### src/rtl/mdio_phy_responder.sv
// Clause-22 MDIO PHY-side responder: oversamples MDC/MDIO in clk_125, decodes read/write
// frames and serves a 32x16 register file with constant ID and status registers.
module mdio_phy_responder #(
    parameter logic [4:0]  PHY_ADDR    = 5'd0,
    parameter logic [15:0] PHY_ID1     = 16'h0141,
    parameter logic [15:0] PHY_ID2     = 16'h0CC2,
    parameter logic [15:0] STATUS_BASE = 16'h7949,
    parameter int          PREAMBLE    = 32
) (
    input  logic        clk_125,
    input  logic        global_reset_n,
    input  logic        mdc,
    input  logic        mdio_in,
    output logic        mdio_out,
    output logic        mdio_oen,
    input  logic        link_up,
    output logic        wr_stb,
    output logic [4:0]  wr_addr,
    output logic [15:0] wr_data,
    output logic        frame_err
);
    localparam int            PW      = $clog2(PREAMBLE + 1);
    localparam logic [PW-1:0] PRE_MAX = PW'(PREAMBLE);

    typedef enum logic [3:0] {
        S_IDLE, S_ST2, S_OP, S_PHYAD, S_REGAD, S_WR_TA, S_WR_DATA, S_RD_TA, S_RD_DATA
    } state_t;

    state_t        state, state_n;
    logic [1:0]    mdc_s, mdio_s;
    logic          mdc_q, rise, fall, bit_in;
    logic [PW-1:0] pre_cnt, pre_cnt_n;
    logic [4:0]    bit_cnt, bit_cnt_n, phyad, phyad_n, regad, regad_n, rd_addr, wr_addr_n;
    logic [15:0]   sr, sr_n, rd_data, rd_data_n, rd_mux, wr_data_n;
    logic          is_read, is_read_n, match, match_n;
    logic          mdio_out_n, mdio_oen_n, wr_stb_n, frame_err_n, reg_we, soft_rst;
    logic [15:0]   regs [32];

    always_ff @(posedge clk_125 or negedge global_reset_n) begin
        if (!global_reset_n) begin
            mdc_s  <= 2'b11;
            mdc_q  <= 1'b1;
            mdio_s <= 2'b11;
        end else begin
            mdc_s  <= {mdc_s[0], mdc};
            mdc_q  <= mdc_s[1];
            mdio_s <= {mdio_s[0], mdio_in};
        end
    end

    assign rise    = mdc_s[1] & ~mdc_q;
    assign fall    = ~mdc_s[1] & mdc_q;
    assign bit_in  = mdio_s[1];
    // full register address as it stands on the REGAD LSB sample
    assign rd_addr = {regad[3:0], bit_in};

    always_comb begin
        rd_mux = regs[rd_addr];
        case (rd_addr)
            5'd1: begin
                rd_mux    = STATUS_BASE;
                rd_mux[2] = link_up;
            end
            5'd2:    rd_mux = PHY_ID1;
            5'd3:    rd_mux = PHY_ID2;
            default: ;
        endcase
    end

    always_comb begin
        state_n     = state;
        pre_cnt_n   = pre_cnt;
        bit_cnt_n   = bit_cnt;
        phyad_n     = phyad;
        regad_n     = regad;
        sr_n        = sr;
        rd_data_n   = rd_data;
        is_read_n   = is_read;
        match_n     = match;
        mdio_out_n  = mdio_out;
        mdio_oen_n  = mdio_oen;
        wr_addr_n   = wr_addr;
        wr_data_n   = wr_data;
        wr_stb_n    = 1'b0;
        frame_err_n = 1'b0;
        reg_we      = 1'b0;
        soft_rst    = 1'b0;
        case (state)
            S_IDLE: if (rise) begin
                if (bit_in) begin
                    if (pre_cnt != PRE_MAX) pre_cnt_n = pre_cnt + 1'b1;
                end else if (pre_cnt == PRE_MAX) begin
                    state_n = S_ST2;
                end else begin
                    pre_cnt_n = '0;
                end
            end
            S_ST2: if (rise) begin
                bit_cnt_n = '0;
                if (bit_in) begin
                    state_n = S_OP;
                end else begin
                    frame_err_n = 1'b1;
                    state_n     = S_IDLE;
                    pre_cnt_n   = '0;
                end
            end
            S_OP: if (rise) begin
                sr_n      = {sr[14:0], bit_in};
                bit_cnt_n = bit_cnt + 1'b1;
                if (bit_cnt == 5'd1) begin
                    bit_cnt_n = '0;
                    case ({sr[0], bit_in})
                        2'b10: begin is_read_n = 1'b1; state_n = S_PHYAD; end
                        2'b01: begin is_read_n = 1'b0; state_n = S_PHYAD; end
                        default: begin
                            frame_err_n = 1'b1;
                            state_n     = S_IDLE;
                            pre_cnt_n   = '0;
                        end
                    endcase
                end
            end
            S_PHYAD: if (rise) begin
                phyad_n   = {phyad[3:0], bit_in};
                bit_cnt_n = bit_cnt + 1'b1;
                if (bit_cnt == 5'd4) begin
                    bit_cnt_n = '0;
                    state_n   = S_REGAD;
                end
            end
            S_REGAD: if (rise) begin
                regad_n   = rd_addr;
                bit_cnt_n = bit_cnt + 1'b1;
                if (bit_cnt == 5'd4) begin
                    bit_cnt_n = '0;
                    match_n   = (phyad == PHY_ADDR);
                    rd_data_n = rd_mux;
                    state_n   = is_read ? S_RD_TA : S_WR_TA;
                end
            end
            S_WR_TA: if (rise) begin
                bit_cnt_n = bit_cnt + 1'b1;
                if (bit_cnt == 5'd1) begin
                    bit_cnt_n = '0;
                    if (bit_in) begin
                        frame_err_n = 1'b1;
                        state_n     = S_IDLE;
                        pre_cnt_n   = '0;
                    end else begin
                        state_n = S_WR_DATA;
                    end
                end
            end
            S_WR_DATA: if (rise) begin
                sr_n      = {sr[14:0], bit_in};
                bit_cnt_n = bit_cnt + 1'b1;
                if (bit_cnt == 5'd15) begin
                    if (match) begin
                        wr_stb_n  = 1'b1;
                        wr_addr_n = regad;
                        wr_data_n = sr_n;
                        soft_rst  = (regad == 5'd0) && sr_n[15];
                        reg_we    = !(regad inside {5'd1, 5'd2, 5'd3});
                    end
                    state_n   = S_IDLE;
                    pre_cnt_n = '0;
                end
            end
            // read turnaround: first fall stays released, second drives the 0
            S_RD_TA: if (fall) begin
                bit_cnt_n = bit_cnt + 1'b1;
                if (bit_cnt == 5'd1) begin
                    bit_cnt_n = '0;
                    state_n   = S_RD_DATA;
                    if (match) begin
                        mdio_oen_n = 1'b0;
                        mdio_out_n = 1'b0;
                    end
                end
            end
            S_RD_DATA: if (fall) begin
                if (bit_cnt == 5'd16) begin
                    mdio_oen_n = 1'b1;
                    mdio_out_n = 1'b1;
                    state_n    = S_IDLE;
                    pre_cnt_n  = '0;
                end else begin
                    if (match) mdio_out_n = rd_data[15];
                    rd_data_n = {rd_data[14:0], 1'b0};
                    bit_cnt_n = bit_cnt + 1'b1;
                end
            end
            default: begin
                state_n   = S_IDLE;
                pre_cnt_n = '0;
            end
        endcase
    end

    always_ff @(posedge clk_125 or negedge global_reset_n) begin
        if (!global_reset_n) begin
            state     <= S_IDLE;
            pre_cnt   <= '0;
            bit_cnt   <= '0;
            phyad     <= '0;
            regad     <= '0;
            sr        <= '0;
            rd_data   <= '0;
            is_read   <= 1'b0;
            match     <= 1'b0;
            mdio_out  <= 1'b1;
            mdio_oen  <= 1'b1;
            wr_stb    <= 1'b0;
            wr_addr   <= '0;
            wr_data   <= '0;
            frame_err <= 1'b0;
        end else begin
            state     <= state_n;
            pre_cnt   <= pre_cnt_n;
            bit_cnt   <= bit_cnt_n;
            phyad     <= phyad_n;
            regad     <= regad_n;
            sr        <= sr_n;
            rd_data   <= rd_data_n;
            is_read   <= is_read_n;
            match     <= match_n;
            mdio_out  <= mdio_out_n;
            mdio_oen  <= mdio_oen_n;
            wr_stb    <= wr_stb_n;
            wr_addr   <= wr_addr_n;
            wr_data   <= wr_data_n;
            frame_err <= frame_err_n;
        end
    end

    // regs 1..3 are never written; reg 0 bit 15 is self-clearing soft reset
    always_ff @(posedge clk_125 or negedge global_reset_n) begin
        if (!global_reset_n) begin
            for (int i = 0; i < 32; i++) regs[i] <= '0;
        end else if (soft_rst) begin
            for (int i = 0; i < 32; i++) regs[i] <= '0;
        end else if (reg_we) begin
            regs[regad] <= (regad == 5'd0) ? {1'b0, sr_n[14:0]} : sr_n;
        end
    end
endmodule
### config.mk
export PLATFORM = sky130hd
export DESIGN_NAME = mdio_phy_responder
export DESIGN_NICKNAME = d
export VERILOG_FILES = /design/src/rtl/mdio_phy_responder.sv
export SDC_FILE = /design/constraint.sdc
export NUM_CORES = 1
export LEC_CHECK = 0
export CAP_MARGIN = 20
export CORE_UTILIZATION = 35
export CTS_CLUSTER_DIAMETER = 30
export CTS_CLUSTER_SIZE = 40
export DETAILED_ROUTE_END_ITERATION = 10
export DONT_BUFFER_PORTS = 1
export GPL_TIMING_DRIVEN = 0
export PLACE_DENSITY = 0.53
export SETUP_SLACK_MARGIN = 0.1
export SLEW_MARGIN = 15
export SYNTH_ARGS = -nofsm -noshare
export SYNTH_HDL_FRONTEND = slang
export SYNTH_SLANG_ARGS = --single-unit
### constraint.sdc
create_clock -name clk_125 -period 2.7 [get_ports clk_125]
set_input_delay 0.54 -clock clk_125 [delete_from_list [all_inputs] [get_ports clk_125]]
set_output_delay 0.54 -clock clk_125 [all_outputs]
set_load 0.01 [all_outputs]
==> flow_summary.yaml, run 1 <==
sta:
  period_share_pct: 110
  clock.fmax_ghz: 0.337
  setup_violations: 330
  finalWorstSetupSlack_ns: -0.271
  slew_violations: 0
  finalClockSkew_ns: 0.0211
  worst_pin_slew_ns: 0.845
  slew_headroom_pct: 43.5
  finalHoldViolCount: 315
  period_minus_slack_ns: 2.97
  rsz0062_at_grt: "yes"
  whs_ns: -0.487
worst_setup_path:
  required_ns: 3.35
  critPathCaptureType: "flip-flop"
  cpMostUsedCell: "clkbuf_2"
  critPathLaunchType: "flip-flop"
  path_cells: "nor2b_1 -> and2_0 -> clkbuf_2 -> nand2_2 -> clkbuf_2 -> o2bb2ai_2"
  arrival_ns: 3.62
  crit_path_max_fanout: 10
  cpPeakStageDelay_ns: 0.51
  critical_path_class: "reg2reg"
  cpMaxStageDelayCell: "dfrtp_1"
logic_synthesis:
  syn_nets: 2069
  syn-cell-area_mm2: 0.0268
  ys_types: 78
  synth_seq_cells: 601
  yosysWarnings: 0
  ys.flop_type: "dfrtp_1"
  yosysSeqAreaShare_pct: 56.1
  ys_async_sr_fraction_pct: 100
  synth_area_per_cell_um2: 13.0
  synth-edff-count: 0
  postSynthCellCount: 2057
detailed_routing:
  drt-vias-per-instance: 6.21
  first_iter_violations: 2315
  dr.pass1.iters: 5
  wire_per_inst_um: 32.1
  postRouteAntennaNets: 0
  wirelength_um: 111000
  drc: 0
  vias: 21507
floorplanning:
  core_mm2: 0.0758
  die_y_um: 279
  ios: 30
  row_count: 101
  start_util_pct: 35.4
  die-area_mm2: 0.0777
  die_w_um: 279
pwr:
  p_per_area_mw_per_mm2: 663
  ir_drop_v: 0.000604
  p_leak_nw: 16.5
place:
  gp_congestion: 0.962
  place_hpwl_um: 67500
  dpl_worst_slack_ns: -1.05
  place_inst: 3039
  io_buffer_count: 0
global_route:
  gr-total-overflow: 0
  grt_use_total_pct: 28.2
  grt_first_pass_wirelength_um: 158000
  grt_antenna_before_repair: 4
  grt_pass1_vias: 21995
  grt_max_degree: 602
layout:
  synthToLayoutAreaGrowth_pct: 49.9
  fin_nets: 2380
  fin_util_pct: 53.0
  final_cells: 3462
  layout-drive-gt1-share_pct: 48.5
  fill_cells: 6006
job:
  drv_cap: 0
worst_hold_path:
  min_path_type: "in2async"
clocking:
  clkLatencyLatePin_ns: 0.74
  cts_tree: "done"
  root_buffer: "clkbuf_16"
  cts_sinks: 601
  clkSlewWorstSetupHoldPaths_ns: 0.05
  cts_buffers: 139
  clockBufferDepth: 3
  htree_num_levels: 4
status:
  status: "finished with violations"
  violations: "hold timing, setup timing"
critical path, delay by kind of cell (launching register included):
kind / cells / cell delay [ns]
simple gates: 3 / 1.21
flops: 1 / 0.51
compound gates: 1 / 0.25
buf+inv: 2 / 0.91
stage by stage:
stage               setup TNS [ns]  instance area [µm²]  power (mW)
floorplan                        0                26800        9.35
global placement           -294.90                28000        9.43
detailed placement         -287.15                28100        9.43
CTS                         -28.28                37500        26.5
global route                -43.82                40200        27.3
finish                      -21.78                40200        26.6
cell usage in the layout (no fill, tap or decap), types with 42 or more instances in the layout:
cell type	Yosys	layout
clkbuf_8	0	42
o2bb2ai_4	0	75
clkbuf_16	0	148
nor2_1	73	67
nand2_1	141	121
o2bb2ai_1	405	81
buf_12	0	44
clkbuf_2	0	42
a211oi_1	52	48
o2bb2ai_2	0	249
buf_6	8	78
dfrtp_1	594	594
buf_4	8	80
and2_1	51	51
mux4_2	128	128
cells by family (layout without fill, tap and decap cells):
group	after synthesis	after routing	share of synthesized area, %
compound gates	619	619	19.0
flops	601	601	56.1
simple gates	409	409	7.68
buf+inv	241	665	4.10
mux	179	179	12.7
fa+ha+maj	7	7	0.327
xor+xnor	1	1	0.0327
other cells	0	3	0
registers in the layout, indices dropped and copies added, names as in the netlist, 6 cells and up:
signal   cells
wr_data     16
sr          16
regs       512
rd_data     16
pre_cnt      6
cells in the mapped netlist (all sizes together), types with 3 or more instances:
cell type	number	area share [%]
dfrtp	594	55
o2bb2ai	405	13
nand2	142	2.0
mux4	128	11
buf	107	2.2
clkbuf	101	1.4
nor2	74	1.0
and2	54	1.3
a211oi	52	1.5
o21ai	48	0.94
a21oi	39	1.0
mux2i	39	1.5
inv	33	0.46
nand3	33	0.62
nor2b	27	0.63
a22oi	14	0.39
mux2	12	0.50
nand2b	12	0.28
and3	10	0.23
nor3	9	0.21
nor4	9	0.23
o22ai	9	0.21
dfstp	7	0.69
ha	7	0.33
nand4	7	0.16
or3	7	0.16
a31oi	5	0.12
o2111ai	5	0.16
o32a	5	0.19
o32ai	5	0.16
or2	5	0.12
a41oi	4	0.13
a211o	3	0.098
nand4b	3	0.098
o31ai	3	0.084
or4	3	0.084
where the power goes:
part	total [mW]	leakage (nW)	internal (mW)	switching, mW
clock	17.0	2.33	11.3	5.77
sequential	9.06	8.37	9.05	0.0120
combinational	0.502	5.82	0.180	0.322
total	26.6	16.5	20.5	6.11
path summary, 6_finish.rpt:
path                                      start                      to  slack [ns]  cells after the start
setup / recovery           regad[3]$_DFFE_PN0P_   regs[108]$_DFFE_PN0P_       -0.27                      6
hold / removal                   global_reset_n   regs[140]$_DFFE_PN0P_       -0.49                      0
setup reg to reg           regad[3]$_DFFE_PN0P_   regs[108]$_DFFE_PN0P_       -0.27                      6
hold reg to reg             mdio_s[0]$_DFF_PN1_     mdio_s[1]$_DFF_PN1_        0.35                      0
max in group asynchronous        global_reset_n    regs[51]$_DFFE_PN0P_        1.11                      2
min in group clk_125                    link_up  rd_data[2]$_DFFE_PN0P_        0.17                      4
final cells by class:
cell class                      count  area [µm²]  share of cell area [%]
Tap cell                          978        1220                    3.05
Multi-Input combinational cell   1215       14500                    36.1
Timing Repair Buffer              176        2330                    5.80
Buffer                            202        2120                    5.27
Clock inverter                     76         956                    2.38
Inverter                           33         126                   0.315
Antenna cell                        3        7.51                  0.0187
Sequential cell                   601       15000                    37.5
Clock buffer                      178        3870                    9.65
metal layers:
metal	up-vias	wire [µm]	GRT usage [%]
met5	-	13	0
met4	2	6400	15.3
li1	8616	-	-
met2	1229	48700	40.6
met3	328	11000	8.53
met1	11332	45200	37.9
what timing repair did:
item	in CTS	in global routing
hold buffers	2	3
setup buffers	96	41
endpoints found under the setup margin	579	556
gates cloned	26	4
resized for setup	711	351
pin swaps	128	58
endpoints found under the hold margin	603	158
Power figures use the tool's default switching activity.
==> inputs of run 2 (changes only) <==
--- a/config.mk
+++ b/config.mk
@@ -6,13 +6,15 @@
 export NUM_CORES = 1
 export LEC_CHECK = 0
 export CAP_MARGIN = 20
+export CELL_PAD_IN_SITES_DETAIL_PLACEMENT = 0
+export CELL_PAD_IN_SITES_GLOBAL_PLACEMENT = 1
 export CORE_UTILIZATION = 35
 export CTS_CLUSTER_DIAMETER = 30
 export CTS_CLUSTER_SIZE = 40
 export DETAILED_ROUTE_END_ITERATION = 10
 export DONT_BUFFER_PORTS = 1
 export GPL_TIMING_DRIVEN = 0
-export PLACE_DENSITY = 0.53
+export PLACE_DENSITY = 0.6
 export SETUP_SLACK_MARGIN = 0.1
 export SLEW_MARGIN = 15
 export SYNTH_ARGS = -nofsm -noshare
==> run 2 against run 1 <==
- via count is 1.6% lower
- critical endpoint is now regs[374]$_DFFE_PN0P_
- the flow finishes with violations (hold timing, slew limit, setup timing)
- clock-buffer cell count grew 19
- register-to-register slack better by 0.18 ns
- routed wire length rose by 1.6%
- critical path type unchanged
- largest power group unchanged
- clock power rose by 4%
- combinational power shrank 31%
- setup slack improved by 0.18 ns
- cell count down 0.32%
==> flow_summary.yaml, run 2 (synthesized netlist as in run 1, its figures left out) <==
clocking:
  cts_tree: "done"
  clkSlewWorstSetupHoldPaths_ns: 0.04
  ctsHoldBuffers: 2
  cts_buffers: 143
  htree_num_levels: 4
  clockBufferDepth: 3
  cts_sinks: 601
  root_buffer: "clkbuf_16"
  clkLatencyLatePin_ns: 0.73
layout:
  fin_nets: 2376
  diodes: 0
  layout_common_cells: "594 x dfrtp_1, 210 x o2bb2ai_2, 165 x clkbuf_16"
  synthToLayoutAreaGrowth_pct: 49.6
  fin_util_pct: 52.9
  regMostFlops: "regs"
  layout-drive-gt1-share_pct: 47.5
  final_common_cell: "dfrtp_1"
  largest_reg_flops: 512
status:
  violations: "hold timing, slew limit, setup timing"
  status: "finished with violations"
global_route:
  grt_antenna_before_repair: 2
  grt_first_pass_wirelength_um: 156000
  grt_pass1_vias: 21252
  grt_use_total_pct: 28.2
  gr-total-overflow: 0
  grt_max_degree: 602
worst_setup_path:
  r2r_setup_slack_ns: -0.09
  r2r-end: "regs[374]$_DFFE_PN0P_"
  critPathCaptureType: "flip-flop"
  ff2ff_path_depth: 15
  critPathLaunchType: "flip-flop"
  required_ns: 3.30
  critical_path_class: "reg2reg"
  cpMostUsedCell: "buf_12"
  cp_num_buf_inv: 7
  r2r-start: "bit_cnt[0]$_DFFE_PN0P_"
  crit_family: "buffers and inverters"
  cpMaxStageDelayCell: "dfrtp_1"
  path_cells: "ha_4 -> and3_4 -> ha_4 -> nand4b_1 -> buf_6 -> or2_4 -> inv_4 -> buf_12 -> and3_4 -> buf_12 -> buf_12 -> a21oi_4 -> buf_6 -> buf_12 -> o2bb2ai_2"
  crit_path_max_fanout: 6
  arrival_ns: 3.38
  cpPeakStageDelay_ns: 0.39
floorplanning:
  start_util_pct: 35.4
  core_mm2: 0.0758
  ios: 30
  die-area_mm2: 0.0777
  die_y_um: 279
  die_w_um: 279
  row_count: 101
pwr:
  switchingPower_mw: 5.72
  switching_share_pct: 21.2
  p_leak_nw: 16.6
  comb_power_share_pct: 1.3
  power_frac_clock_pct: 65.1
  ir_drop_v: 0.000574
  total_power_mw: 27.0
  power_frac_seq_pct: 33.6
  p_int_mw: 21.3
  p_per_area_mw_per_mm2: 673
sta:
  finalWorstSetupSlack_ns: -0.0866
  period_share_pct: 103
  slew_violations: 384
  rsz0062_at_grt: "yes"
  whs_ns: -0.457
  slew_headroom_pct: -30.7
  finalClockSkew_ns: 0.0284
  clock.fmax_ghz: 0.359
  period_minus_slack_ns: 2.79
  finalHoldViolCount: 594
  worst_pin_slew_ns: 1.96
  setup_violations: 55
worst_hold_path:
  min_path_type: "in2async"
place:
  io_buffer_count: 0
  dpl_worst_slack_ns: -1.13
  gp_congestion: 0.955
  place_hpwl_um: 69700
detailed_routing:
  wirelength_um: 113000
  drc: 0
  postRouteAntennaNets: 0
  first_iter_violations: 2308
  drt-vias-per-instance: 6.13
  vias: 21168
  wire_per_inst_um: 32.7
  dr.pass1.iters: 5
job:
  drv_cap: 0
run 2: cell count changes in the layout (fill, tap and decap cells not counted), moves of 6 or more:
cell        previous run  this run
buf_2                 16        28
a211oi_1              48        35
clkinv_2              24        16
clkinvlp_4            16         8
mux2i_2                2         9
clkbuf_2              42        31
clkbuf_1              29        35
a211oi_2               3        17
o2bb2ai_1             81       117
buf_4                 80        94
o2bb2ai_2            249       210
buf_6                 78        62
clkbuf_16            148       165
run 2: what timing repair did:
action,4_1_cts,5_1_grt
pin swaps,66,83
endpoints found under the hold margin,603,594
setup buffers,69,58
cloned,15,17
gates resized for setup,527,569
endpoints found under the setup margin,578,542
run 2: routing by layer:
layer  vias up  global-route usage [%]  routed length [µm]
li1       8572                       -                   -
met1     11269                    39.4               47400
met2      1058                    40.9               49500
met3       267                    7.44               10300
met4         2                    12.9                5910
met5         -                       0                  13
run 2: final cells by class:
| type | instances | area, µm² |
|---|---|---|
| clock buffer | 197 | 4100 |
| buffer | 205 | 2190 |
| sequential | 601 | 15000 |
| fill | 6069 | 35700 |
| tap | 978 | 1220 |
| inverter | 33 | 130 |
| timing repair buffer | 165 | 2210 |
| multi-input combinational | 1215 | 14400 |
| clock inverter | 57 | 835 |
run 2: worst max-delay path by stage:
stage	from	to	slack [ns]	depth (start not counted)
after floorplan	bit_cnt[0]$_DFFE_PN0P_	regs[203]$_DFFE_PN0P_	0.21	13
final	bit_cnt[0]$_DFFE_PN0P_	regs[374]$_DFFE_PN0P_	-0.09	15
after global routing	bit_cnt[0]$_DFFE_PN0P_	regs[309]$_DFFE_PN0P_	-0.17	15
after global placement	regad[0]$_DFFE_PN0P_	rd_data[0]$_DFFE_PN0P_	-1.78	8
after detailed placement	mdio_s[1]$_DFF_PN1_	rd_data[0]$_DFFE_PN0P_	-1.13	9
after CTS	bit_cnt[0]$_DFFE_PN0P_	regs[374]$_DFFE_PN0P_	-0.1	15
run 2: power groups by stage:
stage	Clock, mW	Combinational [mW]	Sequential [mW]
floorplan	0	0.148	9.20
global placement	0	0.240	9.20
detailed placement	0	0.242	9.20
CTS	17.7	0.337	9.07
global route	18.2	0.361	9.06
finish	17.6	0.348	9.07
run 2: metrics by stage:
stage          setup TNS, ns  area, µm²  std cells
4_1_cts                -3.01      36200       3381
2_1_floorplan              0      26800       2057
6_report               -1.60      40100       3451
3_5_place_dp         -347.63      28100       3041
3_3_place_gp         -361.92      28000       3035
5_1_grt               -21.61      40100       3451
